## src/rtl/ysyx_22050243_pipe_pkg.sv

```systemverilog
// ysyx_22050243_pipe_pkg: shared slice state encoding and perf counter width
package ysyx_22050243_pipe_pkg;
  typedef enum logic [1:0] {EMPTY = 2'd0, FULL = 2'd1, SKID = 2'd2} slice_state_t;
  localparam int PERF_CNT_W = 32;
endpackage

```

## src/rtl/ysyx_22050243_perf_cnt.sv

```systemverilog
// ysyx_22050243_perf_cnt: enable-driven wrapping event counter
module ysyx_22050243_perf_cnt
  import ysyx_22050243_pipe_pkg::*;
(
  input  logic                  clk,
  input  logic                  rst,
  input  logic                  en,
  output logic [PERF_CNT_W-1:0] cnt
);
  always_ff @(posedge clk)
    if (rst) cnt <= '0;
    else if (en) cnt <= cnt + PERF_CNT_W'(1);
endmodule

```

## src/rtl/ysyx_22050243_skid_slice.sv

```systemverilog
// ysyx_22050243_skid_slice: registered valid/ready slice with 2-entry skid buffer, flush and stall
// Defining YSYX_22050243_SLICE_PERF_EN adds transfer and back-pressure counters.
module ysyx_22050243_skid_slice
  import ysyx_22050243_pipe_pkg::*;
#(
  parameter int                    DATA_WIDTH = 32,
  parameter logic [DATA_WIDTH-1:0] RST_VAL    = '0
) (
  input  logic                  clk,
  input  logic                  rst,
  input  logic                  flush,
  input  logic                  stall,
  input  logic                  s_valid,
  output logic                  s_ready,
  input  logic [DATA_WIDTH-1:0] s_data,
  output logic                  m_valid,
  input  logic                  m_ready,
  output logic [DATA_WIDTH-1:0] m_data
`ifdef YSYX_22050243_SLICE_PERF_EN
  ,output logic [PERF_CNT_W-1:0] perf_xfer_cnt,
  output logic [PERF_CNT_W-1:0] perf_bp_cnt
`endif
);
  slice_state_t state, state_n;
  logic [DATA_WIDTH-1:0] main_q, main_n, skid_q, skid_n;
  logic s_fire, m_fire;
  // ready/valid come straight from the state register, so m_ready never reaches s_ready
  assign m_valid = state != EMPTY;
  assign s_ready = state != SKID;
  assign m_data  = main_q;
  assign s_fire  = s_valid & s_ready & ~stall;
  assign m_fire  = m_valid & m_ready & ~stall;
  always_ff @(posedge clk)
    if (rst) begin
      state  <= EMPTY;
      main_q <= RST_VAL;
      skid_q <= RST_VAL;
    end else begin
      state  <= state_n;
      main_q <= main_n;
      skid_q <= skid_n;
    end
  always_comb begin
    state_n = state;
    main_n  = main_q;
    skid_n  = skid_q;
    if (flush) begin
      state_n = EMPTY;
      main_n  = RST_VAL;
      skid_n  = RST_VAL;
    end else
      case (state)
        EMPTY: if (s_fire) begin
          state_n = FULL;
          main_n  = s_data;
        end
        FULL: if (s_fire && !m_fire) begin
          state_n = SKID;
          skid_n  = s_data;
        end else if (m_fire && !s_fire) begin
          state_n = EMPTY;
          main_n  = RST_VAL;
        end else if (s_fire) main_n = s_data;
        SKID: if (m_fire) begin
          state_n = FULL;
          main_n  = skid_q;
          skid_n  = RST_VAL;
        end
        default: state_n = EMPTY;
      endcase
  end
`ifdef YSYX_22050243_SLICE_PERF_EN
  ysyx_22050243_perf_cnt u_xfer (.clk(clk), .rst(rst), .en(m_fire), .cnt(perf_xfer_cnt));
  ysyx_22050243_perf_cnt u_bp (.clk(clk), .rst(rst), .en(m_valid & ~m_ready & ~stall), .cnt(perf_bp_cnt));
`endif
endmodule

```

## config.mk

```make
export PLATFORM = sky130hd
export DESIGN_NAME = ysyx_22050243_skid_slice
export DESIGN_NICKNAME = d
export VERILOG_FILES = /design/src/rtl/ysyx_22050243_pipe_pkg.sv /design/src/rtl/ysyx_22050243_perf_cnt.sv /design/src/rtl/ysyx_22050243_skid_slice.sv
export SDC_FILE = /design/constraint.sdc
export NUM_CORES = 1
export LEC_CHECK = 0
export BUFFER_PORTS_ARGS = -buffer_cell sky130_fd_sc_hd__buf_4
export CORE_ASPECT_RATIO = 1.5
export CORE_MARGIN = 1.5
export CORE_UTILIZATION = 47
export CTS_CLUSTER_DIAMETER = 60
export CTS_CLUSTER_SIZE = 24
export DETAILED_ROUTE_END_ITERATION = 12
export GPL_TIMING_DRIVEN = 0
export PLACE_DENSITY = 0.67
export SYNTH_ARGS = -nofsm -noshare
export SYNTH_HDL_FRONTEND = slang
export SYNTH_SLANG_ARGS = --single-unit
```

## constraint.sdc

```tcl
create_clock -name clk -period 5.9 [get_ports clk]
set_clock_uncertainty 0.2 [all_clocks]
set_input_delay 0.59 -clock clk [delete_from_list [all_inputs] [get_ports clk]]
set_output_delay 0.59 -clock clk [all_outputs]
set_load 0.02 [all_outputs]
```

==> impl_metrics.ini <==
[outcome]
status = complete, no violations

[layout]
final_area_sq_um = 4330
final_layout_size_suffix_gt1_share_pct = 30.1
final_cells = 539
final_common_cell = buf_4
final_cell_mix = 77 x buf_4, 66 x dfxtp_1, 65 x mux2i_1, 65 x nor2_1
final_nets = 478
syn_to_final_growth_pct = 24.1
final_core_util_pct = 59.9
diodes = 0

[yosys]
synth-edff-count = 0
synth-seq-area-share_pct = 37.8
yosys.area.top_type_share_pct = 37.8
yosysWarnings = 0
synth_compound_area_share_pct = 20.9
synthXorXnorAreaFrac_pct = 0
avgSynthCellArea_sq_um = 9.92
syn_area_sq_um = 3490
synth-adder-area-share_pct = 2.15
yosys-mux-area-fraction_pct = 18.6
yosys.area_share.simple_pct = 14.3
synth_cells = 352
synth_top_cell_by_area = dfxtp_1
synth_cell_types = 28
synth_nets = 396
synth_top_family_by_area = compound AO/OA/AOI/OAI gates
synth-seq-cells = 66
synthTopCellsByArea = dfxtp_1 38%, mux2i_1 19%, a211oi_2 10%, a2bb2oi_1 8.0%, nor2_1 7.0%
async_flop_share_pct = 0
synth_ff_type = dfxtp_1

[timing]
fin_crit_sh_pct = 54.0
slew_viol_final = 0
worstMarginPinSlew_ns = 0.763
max_freq_ghz = 0.314
fin_ws_ns = 2.71
setup-violations-final = 0
fin_setup_tns_ns = 0
slew_headroom_pct = 49.1
final_hold_viol_count = 0
period_minus_slack_ns = 3.19
rsz0062_at_grt = false

[detailed_routing]
dr.pass1.iters = 4
first_iter_violations = 107
routed_wirelength_um = 8220
vias_per_cell = 5.21
drc_errors = 0
vias = 2808
wl_per_cell_um = 15.3
final_antenna_net_count = 0

[placement]
place_area_sq_um = 4150
place_inst = 523
pre_cts_ws_ns = 2.67
dpl.hpwl_um = 5770
port_buffers = 71
gp_congestion = 0.805

[floorplanning]
die_area_sq_um = 7960
ios = 72
core_sq_um = 7230
die_h_um = 109
initial_core_util_pct = 48.3
num_rows = 38
die_w_um = 73.4

[clock_network]
clkTransAtPathRegs_ns = 0.07
insertion_delay_ns = 0.35
clockRootBuffer = clkbuf_8
clkSinkCount = 66
cts_hold_buf = 0
cts_buffers = 9
tritoncts = done
post_cts_buffers = 0
htreeDepth = 3
cts_buffer_depth = 2
cts_resized = 0

[global_route]
antenna_found_initial = 0
grt_usage_pct = 22.0
overflow = 0
grt_start_max_net_pins = 11
grt_first_pass_wirelength_um = 13200
grt_pass1_vias = 2772

[setup_path]
required_ns = 5.92
criticalPathCategory = reg2reg
cp_max_fo = 10
crit_path_start_kind = register
arrival_ns = 3.21
crit_path_end_kind = register

[hold_path]
min_path_type = reg2reg

[pwr]
pwr-share-seq_pct = 48.6
p_comb_share_pct = 13.9
switchingPower_uw = 237
p_int_uw = 707
p_per_area_nw_per_um2 = 218
leakagePower_nw = 1.77
clockPowerShare_pct = 37.5
swShare_pct = 25.1
ir_drop_mv = 0.167

[run]
maxCapViolCount = 0
## final timing paths
path | startpoint | endpoint | slack, ns | depth (start not counted)
setup / recovery | state[0] | skid_q[14] | 2.71 | 11
hold / removal | skid_q[25] | skid_q[25] | 0.30 | 2
setup reg to reg | state[0] | skid_q[14] | 2.71 | 11
hold reg to reg | skid_q[25] | skid_q[25] | 0.30 | 2
## power by group through the flow
stage | sequential [mW] | combinational, mW | clock [mW]
after floorplan | 0.476 | 0.0785 | 0
after global placement | 0.469 | 0.131 | 0
after detailed placement | 0.469 | 0.133 | 0
after CTS | 0.459 | 0.133 | 0.364
after global routing | 0.459 | 0.142 | 0.383
final | 0.459 | 0.131 | 0.354
## per-stage QoR
stage               total power [mW]  hold WS (ns)
CTS                            0.956         0.303
finish                         0.944         0.301
detailed placement             0.602         0.287
global route                   0.984         0.319
global placement               0.600         0.276
floorplan                      0.554         0.261
## worst max-delay path, cell delays in order, from the launching register on
cell	delay, ns
dfxtp_1	0.38
inv_1	0.08
ha_1	0.22
or3b_2	0.49
inv_2	0.19
buf_6	0.21
ha_1	0.23
nand2_1	0.11
a22oi_2	0.34
buf_4	0.31
mux2i_1	0.23
nor2_1	0.06
## logic make-up after synthesis
| group | count (synthesis) |
|---|---|
| muxes | 65 |
| buffers and inverters | 39 |
| adders and majority gates | 6 |
| and+or+nand+nor | 106 |
| DFF | 66 |
| AOI/OAI and AO/OA | 70 |
## metal layers
| layer | vias up | GRT usage [%] | wire [um] |
|---|---|---|---|
| met5 | - | 0 | 0 |
| met3 | 11 | 5.22 | 303 |
| met2 | 60 | 38.6 | 4150 |
| met1 | 1329 | 25.4 | 3640 |
| li1 | 1408 | - | - |
| met4 | 0 | 8.20 | 131 |
## flip-flops by register name, summed over array words and instances (netlist names)
register and cells:
m_data 32, skid_q 32, state 2
## Yosys cell counts, types with 2 or more instances
master	n
clkbuf_1	17
buf_4	6
nor2_1	65
a211oi_2	28
mux2i_1	65
buf_2	2
buf_6	6
inv_1	6
a2bb2oi_1	32
a211oi_1	4
ha_1	6
and2_1	2
dfxtp_1	66
nand2_1	2
nor2b_1	32
## cell type report
class | count | area [sq um]
plain buffers | 32 | 190
clock buffers | 14 | 173
clock inverters | 2 | 10.0
fillers | 705 | 2900
inverters | 7 | 26.3
multi-input cells | 247 | 1950
flip-flops and latches | 66 | 1320
well taps | 100 | 125
repair buffers | 71 | 533
No activity file was read; power rests on OpenSTA's default activity.
